==> src/rtl/alu_arbiter.sv <==
// rtl/alu_arbiter.sv - round-robin arbiter sharing one 4-bit ALU among NUM_REQ requesters
module alu_arbiter #(
    parameter int NUM_REQ     = 2,
    parameter int EXEC_CYCLES = 1
) (
    input  logic                   Clock,
    input  logic                   Resetn,
    input  logic [NUM_REQ-1:0]     req_valid,
    input  logic [4*NUM_REQ-1:0]   req_A,
    input  logic [4*NUM_REQ-1:0]   req_B,
    input  logic [2*NUM_REQ-1:0]   req_Func,
    output logic [NUM_REQ-1:0]     req_ready,
    output logic                   resp_valid,
    input  logic                   resp_ready,
    output logic [1:0]             resp_id,
    output logic [7:0]             ALUout,
    output logic                   busy
);

    localparam int CNT_W = (EXEC_CYCLES > 1) ? $clog2(EXEC_CYCLES) : 1;
    localparam logic [CNT_W-1:0] CNT_LAST = CNT_W'(EXEC_CYCLES - 1);

    typedef enum logic [1:0] {IDLE, EXEC, RESP} state_t;

    state_t               state;
    logic [1:0]           rr_ptr;
    logic [1:0]           grant;
    logic [1:0]           next_rr;
    logic                 found;
    logic [2*NUM_REQ-1:0] valid_dbl;
    logic [2*NUM_REQ-1:0] valid_rot;
    logic [2:0]           sum;
    logic [3:0]           sel_a;
    logic [3:0]           sel_b;
    logic [1:0]           sel_func;
    logic [3:0]           op_a;
    logic [3:0]           op_b;
    logic [1:0]           op_func;
    logic [1:0]           op_id;
    logic [CNT_W-1:0]     cnt;
    logic [7:0]           alu_res;

    // Rotate the request vector so bit k is requester (rr_ptr+k) mod NUM_REQ; lowest k wins.
    always_comb begin
        valid_dbl = {req_valid, req_valid};
        valid_rot = valid_dbl >> rr_ptr;
        grant     = rr_ptr;
        found     = 1'b0;
        sum       = 3'd0;
        for (int k = NUM_REQ - 1; k >= 0; k--) begin
            if (valid_rot[k]) begin
                sum = 3'(rr_ptr) + 3'(k);
                if (sum >= 3'(NUM_REQ)) begin
                    sum = sum - 3'(NUM_REQ);
                end
                grant = sum[1:0];
                found = 1'b1;
            end
        end
    end

    always_comb begin
        sel_a    = 4'd0;
        sel_b    = 4'd0;
        sel_func = 2'd0;
        next_rr  = grant + 2'd1;
        if (3'(grant) + 3'd1 >= 3'(NUM_REQ)) begin
            next_rr = 2'd0;
        end
        for (int i = 0; i < NUM_REQ; i++) begin
            req_ready[i] = Resetn && (state == IDLE) && found && (grant == 2'(i));
            if (grant == 2'(i)) begin
                sel_a    = req_A[4*i +: 4];
                sel_b    = req_B[4*i +: 4];
                sel_func = req_Func[2*i +: 2];
            end
        end
    end

    always_comb begin
        case (op_func)
            2'd0:    alu_res = {3'b000, {1'b0, op_a} + {1'b0, op_b}};
            2'd1:    alu_res = {7'd0, |{op_a, op_b}};
            2'd2:    alu_res = {7'd0, &{op_a, op_b}};
            default: alu_res = {op_a, op_b};
        endcase
    end

    assign busy = (state != IDLE);

    always_ff @(posedge Clock or negedge Resetn) begin
        if (!Resetn) begin
            state      <= IDLE;
            rr_ptr     <= 2'd0;
            resp_valid <= 1'b0;
            resp_id    <= 2'd0;
            ALUout     <= 8'd0;
            op_a       <= 4'd0;
            op_b       <= 4'd0;
            op_func    <= 2'd0;
            op_id      <= 2'd0;
            cnt        <= '0;
        end else begin
            case (state)
                IDLE: begin
                    if (found) begin
                        op_a    <= sel_a;
                        op_b    <= sel_b;
                        op_func <= sel_func;
                        op_id   <= grant;
                        rr_ptr  <= next_rr;
                        cnt     <= '0;
                        state   <= EXEC;
                    end
                end
                EXEC: begin
                    cnt <= cnt + 1'b1;
                    if (cnt == CNT_LAST) begin
                        ALUout     <= alu_res;
                        resp_id    <= op_id;
                        resp_valid <= 1'b1;
                        state      <= RESP;
                    end
                end
                RESP: begin
                    if (resp_ready) begin
                        resp_valid <= 1'b0;
                        state      <= IDLE;
                    end
                end
                default: state <= IDLE;
            endcase
        end
    end

endmodule

==> config.mk <==
export PLATFORM = sky130hd
export DESIGN_NAME = alu_arbiter
export DESIGN_NICKNAME = d
export VERILOG_FILES = /design/src/rtl/alu_arbiter.sv
export SDC_FILE = /design/constraint.sdc
export NUM_CORES = 1
export LEC_CHECK = 0
export CORE_UTILIZATION = 48
export DETAILED_ROUTE_END_ITERATION = 16
export PLACE_DENSITY_LB_ADDON = 0.3
export SLEW_MARGIN = 30
export SYNTH_ARGS = -nofsm -noshare
export SYNTH_HDL_FRONTEND = slang
export SYNTH_SLANG_ARGS = --single-unit
export TNS_END_PERCENT = 20
==> constraint.sdc <==
create_clock -name Clock -period 2.51 [get_ports Clock]
set_clock_uncertainty 0.2 [all_clocks]
set_input_delay 0.3765 -clock Clock [delete_from_list [all_inputs] [get_ports Clock]]
set_output_delay 0.3765 -clock Clock [all_outputs]
set_load 0.01 [all_outputs]
Yosys cells after proc, flatten, opt, wreduce, memory -nomap -nowiden --
Index checks and enable logic that the tools add are counted.
Cells by class: $add $sub $neg 7, magnitude comparators 3, eq/ne operators 8, shift operators 1, mux-type cells 23, bitwise operators 1, reduce and logical (&&, ||, !) cells 17
Operators by type and width (number):
- 8-bit one-hot mux with 3 select lines | 1
- 2-bit 2-to-1 mux | 10
- 4-bit 2-to-1 mux | 4
- 8-bit AND reduction | 1
- 8-bit OR reduction | 1
- 2-bit by 1-bit adder with 3-bit output, second input constant | 2
- 2-bit by 1-bit equality test with 1-bit output, second input constant | 3
- 3-bit by 2-bit >= comparator with 1-bit output, second input constant | 2
- 2-bit zero test | 3
- 2-bit != test, second input constant | 3
- 2-bit one-hot mux with 3 select lines | 1
- 2-bit AND reduction | 3
- 3-bit AND reduction | 2
- 2-bit nonzero test | 3
- 4-bit by 4-bit adder with 5-bit output | 1
- 1-bit 2-to-1 mux | 5
- 2-bit equality test, second input constant | 2
- 1-bit logical AND | 4
- 1-bit one-hot mux with 2 select lines | 2
- 4-bit by 2-bit right shift with 2-bit output | 1
- 2-bit subtractor, second input constant | 2
- 2-bit by 1-bit adder with 2-bit output, second input constant | 1
- 2-bit >= comparator, second input constant | 1
- 1-bit adder, second input constant | 1
- 1-bit inverter | 1
Storage, ports and cells: register bits after elaboration 28, input port bits 25, output and inout bits 14

Longest topological paths before layout --
depth after elaboration 8, depth in mapped cells 9, gate-level depth less buffers 8

Worst setup path before layout --
No wires, ideal clock.
kind register to output, start register rr_ptr[1], end output port req_ready[1], arrival time 1.887 ns, required time 1.934 ns, slack 0.047 ns, stages on the path, launching flop included 8, buffers on the path 2, cell sequence dfrtp_1 -> a21boi_0 -> nor2_1 -> nand2_1 -> ha_1 -> clkbuf_1 -> clkbuf_1 -> and3_1
Between the ends: cells in the longest elaborated chain, start to end 7, elaborated cells on any way between the ends 15
RTL lines:
- start: declaration | line 26 | logic [1:0] rr_ptr;
- start signal: assignment | line 111 | rr_ptr <= next_rr;
- 2-bit by 1-bit adder with 3-bit output | line 52 | sum = 3'(rr_ptr) + 3'(k);
- 3-bit by 2-bit >= comparator with 1-bit output or 2-bit subtractor (tied branches) | line 53, 54
- 2-bit 2-to-1 mux | line 53 | if (sum >= 3'(NUM_REQ)) begin
- 2-bit 2-to-1 mux (2 in series) | line 51 | if (valid_rot[k]) begin
- 2-bit by 1-bit equality test with 1-bit output | line 71 | req_ready[i] = Resetn && (state == IDLE) && found && (grant == 2'(i));
- 1-bit logical AND * | line 71
- end: declaration | line 12 | output logic [NUM_REQ-1:0] req_ready,
Every way passes the cells marked *; elsewhere a longest branch is shown, timed or not.

Final worst setup path --
start input port req_valid[0], end output port req_ready[0]
Between the ends: cells in the longest elaborated chain, start to end 5, elaborated cells on any way between the ends 8
RTL lines:
- start: declaration | line 8 | input logic [NUM_REQ-1:0] req_valid,
- 4-bit by 2-bit right shift with 2-bit output * | line 46 | valid_rot = valid_dbl >> rr_ptr;
- 2-bit 2-to-1 mux or 1-bit 2-to-1 mux (tied branches) (2 in series) | line 51
- 2-bit zero test or 1-bit logical AND (tied branches) | line 71
- 1-bit logical AND * | line 71
Marks and branches as above.

==> out/qor_table.md <==
| Parameter | This run | Unit |
|:---|:---|:---|
| Run status | finished, violations left | - |
| Violations in the final reports | design-rule violations | - |
| EDFF count, synth | 0 | - |
| Met2 routing resource usage after global routing | 36.2 | % |
| Synth top cells by count | sky130_fd_sc_hd__nand2_1 (32), sky130_fd_sc_hd__dfrtp_1 (28), sky130_fd_sc_hd__o21ai_0 (19), sky130_fd_sc_hd__nor2_1 (13), sky130_fd_sc_hd__a21oi_1 (9) | - |
| Max Cap Violations | 0 | - |
| Final Setup Violations | 0 | - |
| Met3 Usage GRT | 2.72 | % |
| Placed standard-cell area | 0.00192 | mm² |
| Min setup slack post-route | 0.0613 | ns |
| Cell at the root of the clock tree | sky130_fd_sc_hd__clkbuf_4 | - |
| Most Crowded Layer GR | met2 | - |
| Worst hold margin | 0.299 | ns |
| Time the worst path needs with I/O delays and setup | 2.45 | ns |
| Pin slew with the least headroom to its limit | 0.585 | ns |
| Fill cell instance count of the final layout | 238 | - |
| Min-Delay Path Class | flop to flop | - |
| Final std cell area, no fill | 0.00199 | mm² |
| R2R Path Start | rr_ptr[1] | - |
| Final number of max-transition violations | 0 | - |
| Insertion delay to the later sink of the worst-skew pair | 0.32 | ns |
| DRC errors left | 3 | - |
| Effective utilization at floorplan | 52.4 | % |
| Critical path endpoint category | output port | - |
| Placeable Area | 0.00283 | mm² |
| Critical path startpoint | req_valid[0] | - |
| Post-route total power | 2.12 | mW |
| End of the worst register-to-register path | op_b[3] | - |
| Worst slack, placed | -0.371 | ns |
| Worst endpoint data arrival time | 1.87 | ns |
| Netlist area before placement | 0.00148 | mm² |
| FF-to-FF path depth | 10 | - |
| Maximum clock rate | 408 | MHz |
| Sequential cell area | 701 | µm² |
| Share of Yosys cell area claimed by the top area cell type | 47.3 | % |
| Number of buffers inserted during clock tree synthesis | 3 | - |
| Sort of element at the start of the critical path | input port | - |
| Number of I/O port buffers | 38 | - |
| Bufs on Longest Clock Path | 2 | - |
| GRT Util Overall | 21.1 | % |
| GR Overflow Total | 0 | - |
| Multi-input combinational cell area | 744 | µm² |
| Routed length per instance | 13.5 | µm |
| Die span in y | 57.6 | µm |
| Number of top-level pins | 39 | - |
| Cell types with the largest area share after synthesis | sky130_fd_sc_hd__dfrtp_1 (47%), sky130_fd_sc_hd__nand2_1 (8.1%), sky130_fd_sc_hd__o21ai_0 (6.4%) | - |
| Hold_buf cts | 0 | - |
| Detailed Routing Iterations Pass 1 | 10 | - |
| Tcrit/Tclk final | 97.6 | % |
| Slew Limit Headroom | 61.0 | % |
| Vias | 1283 | - |
| Hold Vio Cnt, Final | 0 | - |
| Worst Hold Depth | 2 | - |
| Syn Inst Count | 159 | - |
| Count leader, synth | sky130_fd_sc_hd__nand2_1 | - |
| Peak supply drop | 0.000694 | V |
| Total of warnings raised by yosys | 0 | - |
| Number of DRC violations after detailed-routing iteration 0 | 48 | - |
| Count of antenna-violating nets left after detailed routing | 0 | - |
| Maximum number of pins on one net before global-route repair | 29 | - |
| WHS Endpoint | ALUout[6] | - |
| Power per Cell Area | 1070 | mW/mm² |
| Fraction of layout instances using a drive strength above 1 | 11.3 | % |
| P_leak | 0.917 | nW |
| Chip Width | 57.6 | µm |
| CTS clk-pin slew, worst paths | 0.15 | ns |
| Relative area change from synthesis to final layout | 34.5 | % |
| Synth area leader | sky130_fd_sc_hd__dfrtp_1 | - |
| Met1 track demand over resource | 27.3 | % |
| Final estimated routing congestion in global placement | 0.836 | - |
| TNS Setup | 0 | ns |
| Synth async-reset ratio | 100 | % |
| Count of standard-cell rows | 19 | - |
| Number of H-tree levels | 1 | - |
| Post-DP HPWL | 2390 | µm |
| Worst path required time | 1.93 | ns |
| Most used DFF post-synth | sky130_fd_sc_hd__dfrtp_1 | - |
| WS Path Type | input port to output port | - |
| Beginning of the worst hold path | ALUout[6] | - |
| Clock tree from TritonCTS | built | - |
| Antenna Diode Count | 0 | - |
| Synthesized netlist net count | 192 | - |
| Number of synthesized register bits | 28 | - |
| Full die area | 0.00331 | mm² |
| Via count of the first global-routing pass | 1238 | - |
| Count of different cell masters after synthesis | 33 | - |
| Wire length after detailed routing | 3160 | µm |
| Largest fanout on the critical path | 3 | - |
| Wire length of the first global-routing pass | 5410 | µm |
| Via/cell ratio | 5.48 | - |
| Sequential-to-total area share from yosys stat | 47.3 | % |
| Antenna violations before repair | 0 | - |
| Total clock sinks | 28 | - |
| Net total in the final layout | 237 | - |
| Setup slack on the worst flop-to-flop path | 0.42 | ns |
| Synthesized area per cell | 9.32 | µm² |
-- cell families after synthesis --
| logic type | after synthesis | synth area share (%) |
|---|---|---|
| xor+xnor | 2 | 1.18 |
| mux | 3 | 2.79 |
| simple gates | 58 | 16.8 |
| buf+inv | 11 | 3.97 |
| compound gates | 49 | 20.7 |
| flops | 28 | 47.3 |
| fa+ha+maj | 8 | 7.26 |
-- how the worst max path moves through the flow --
stage / end / slack, ns
finish: req_ready[0] / 0.06
floorplan: req_ready[1] / 0.05
global placement: req_ready[1] / -0.24
CTS: req_ready[1] / 0.01
global route: req_ready[0] / -0.005
detailed placement: req_ready[0] / -0.37
-- through the flow --
stage / cells / utilization (%)
finish: 234 / 70.4
global route: 234 / 70.4
CTS: 234 / 70.5
detailed placement: 229 / 67.8
global placement: 229 / 67.8
floorplan: 159 / -
-- worst max-delay path, cell delays in order --
cell	delay, ns
sky130_fd_sc_hd__clkdlybuf4s50_1	0.50
sky130_fd_sc_hd__inv_1	0.09
sky130_fd_sc_hd__a21o_1	0.21
sky130_fd_sc_hd__o31ai_4	0.08
sky130_fd_sc_hd__ha_2	0.22
sky130_fd_sc_hd__and3_1	0.13
sky130_fd_sc_hd__dlygate4sd2_1	0.27
-- cells in the final DEF (no fill, tap or decap), types with 2 or more instances in the layout --
cell type                         instances
sky130_fd_sc_hd__nor4_1                   2
sky130_fd_sc_hd__nor2_1                  12
sky130_fd_sc_hd__a21oi_1                  9
sky130_fd_sc_hd__xor2_1                   2
sky130_fd_sc_hd__a22oi_1                  8
sky130_fd_sc_hd__clkdlybuf4s50_1         35
sky130_fd_sc_hd__dlygate4sd2_1            2
sky130_fd_sc_hd__nand3_1                  3
sky130_fd_sc_hd__a21o_1                   4
sky130_fd_sc_hd__ha_1                     6
sky130_fd_sc_hd__o21ai_0                 19
sky130_fd_sc_hd__o31ai_1                  2
sky130_fd_sc_hd__clkbuf_4                 3
sky130_fd_sc_hd__inv_1                    4
sky130_fd_sc_hd__dfrtp_1                 28
sky130_fd_sc_hd__and3_1                   2
sky130_fd_sc_hd__nand2_1                 32
sky130_fd_sc_hd__buf_4                    9
sky130_fd_sc_hd__mux2_4                   2
-- final cells by class --
cell class / instances / area share, %
flip-flops and latches: 28 / 35.2
clock buffers: 3 / 1.13
multi-input cells: 120 / 37.4
clock inverters: 1 / 1.51
repair buffers: 47 / 22.1
inverters: 4 / 0.754
well taps: 31 / 1.95
-- power breakdown --
part / total, mW / internal, mW / switching [mW]
Sequential: 0.810 / 0.618 / 0.192
Combinational: 1.02 / 0.515 / 0.505
Clock: 0.293 / 0.161 / 0.132
-- repair_timing --
action | in CTS | in global routing
pin swaps | 2 | 2
resized for setup | 8 | 3
endpoints found under the setup margin | 2 | 2
buffers inserted | 1 | 0
-- layer usage --
metal | up-vias | routed length (µm)
li1 | 645 | -
met1 | 604 | 1420
met5 | - | 0
met3 | 2 | 131
met2 | 32 | 1590
met4 | 0 | 17
-- state kept, by name (all words and copies together), names as in the netlist, 2 cells and up --
| signal | count |
|---|---|
| rr_ptr | 2 |
| op_func | 2 |
| state | 2 |
| op_a | 4 |
| op_id | 2 |
| op_b | 4 |
| resp_id | 2 |
| ALUout | 8 |
(Power assumes the default switching activity.)
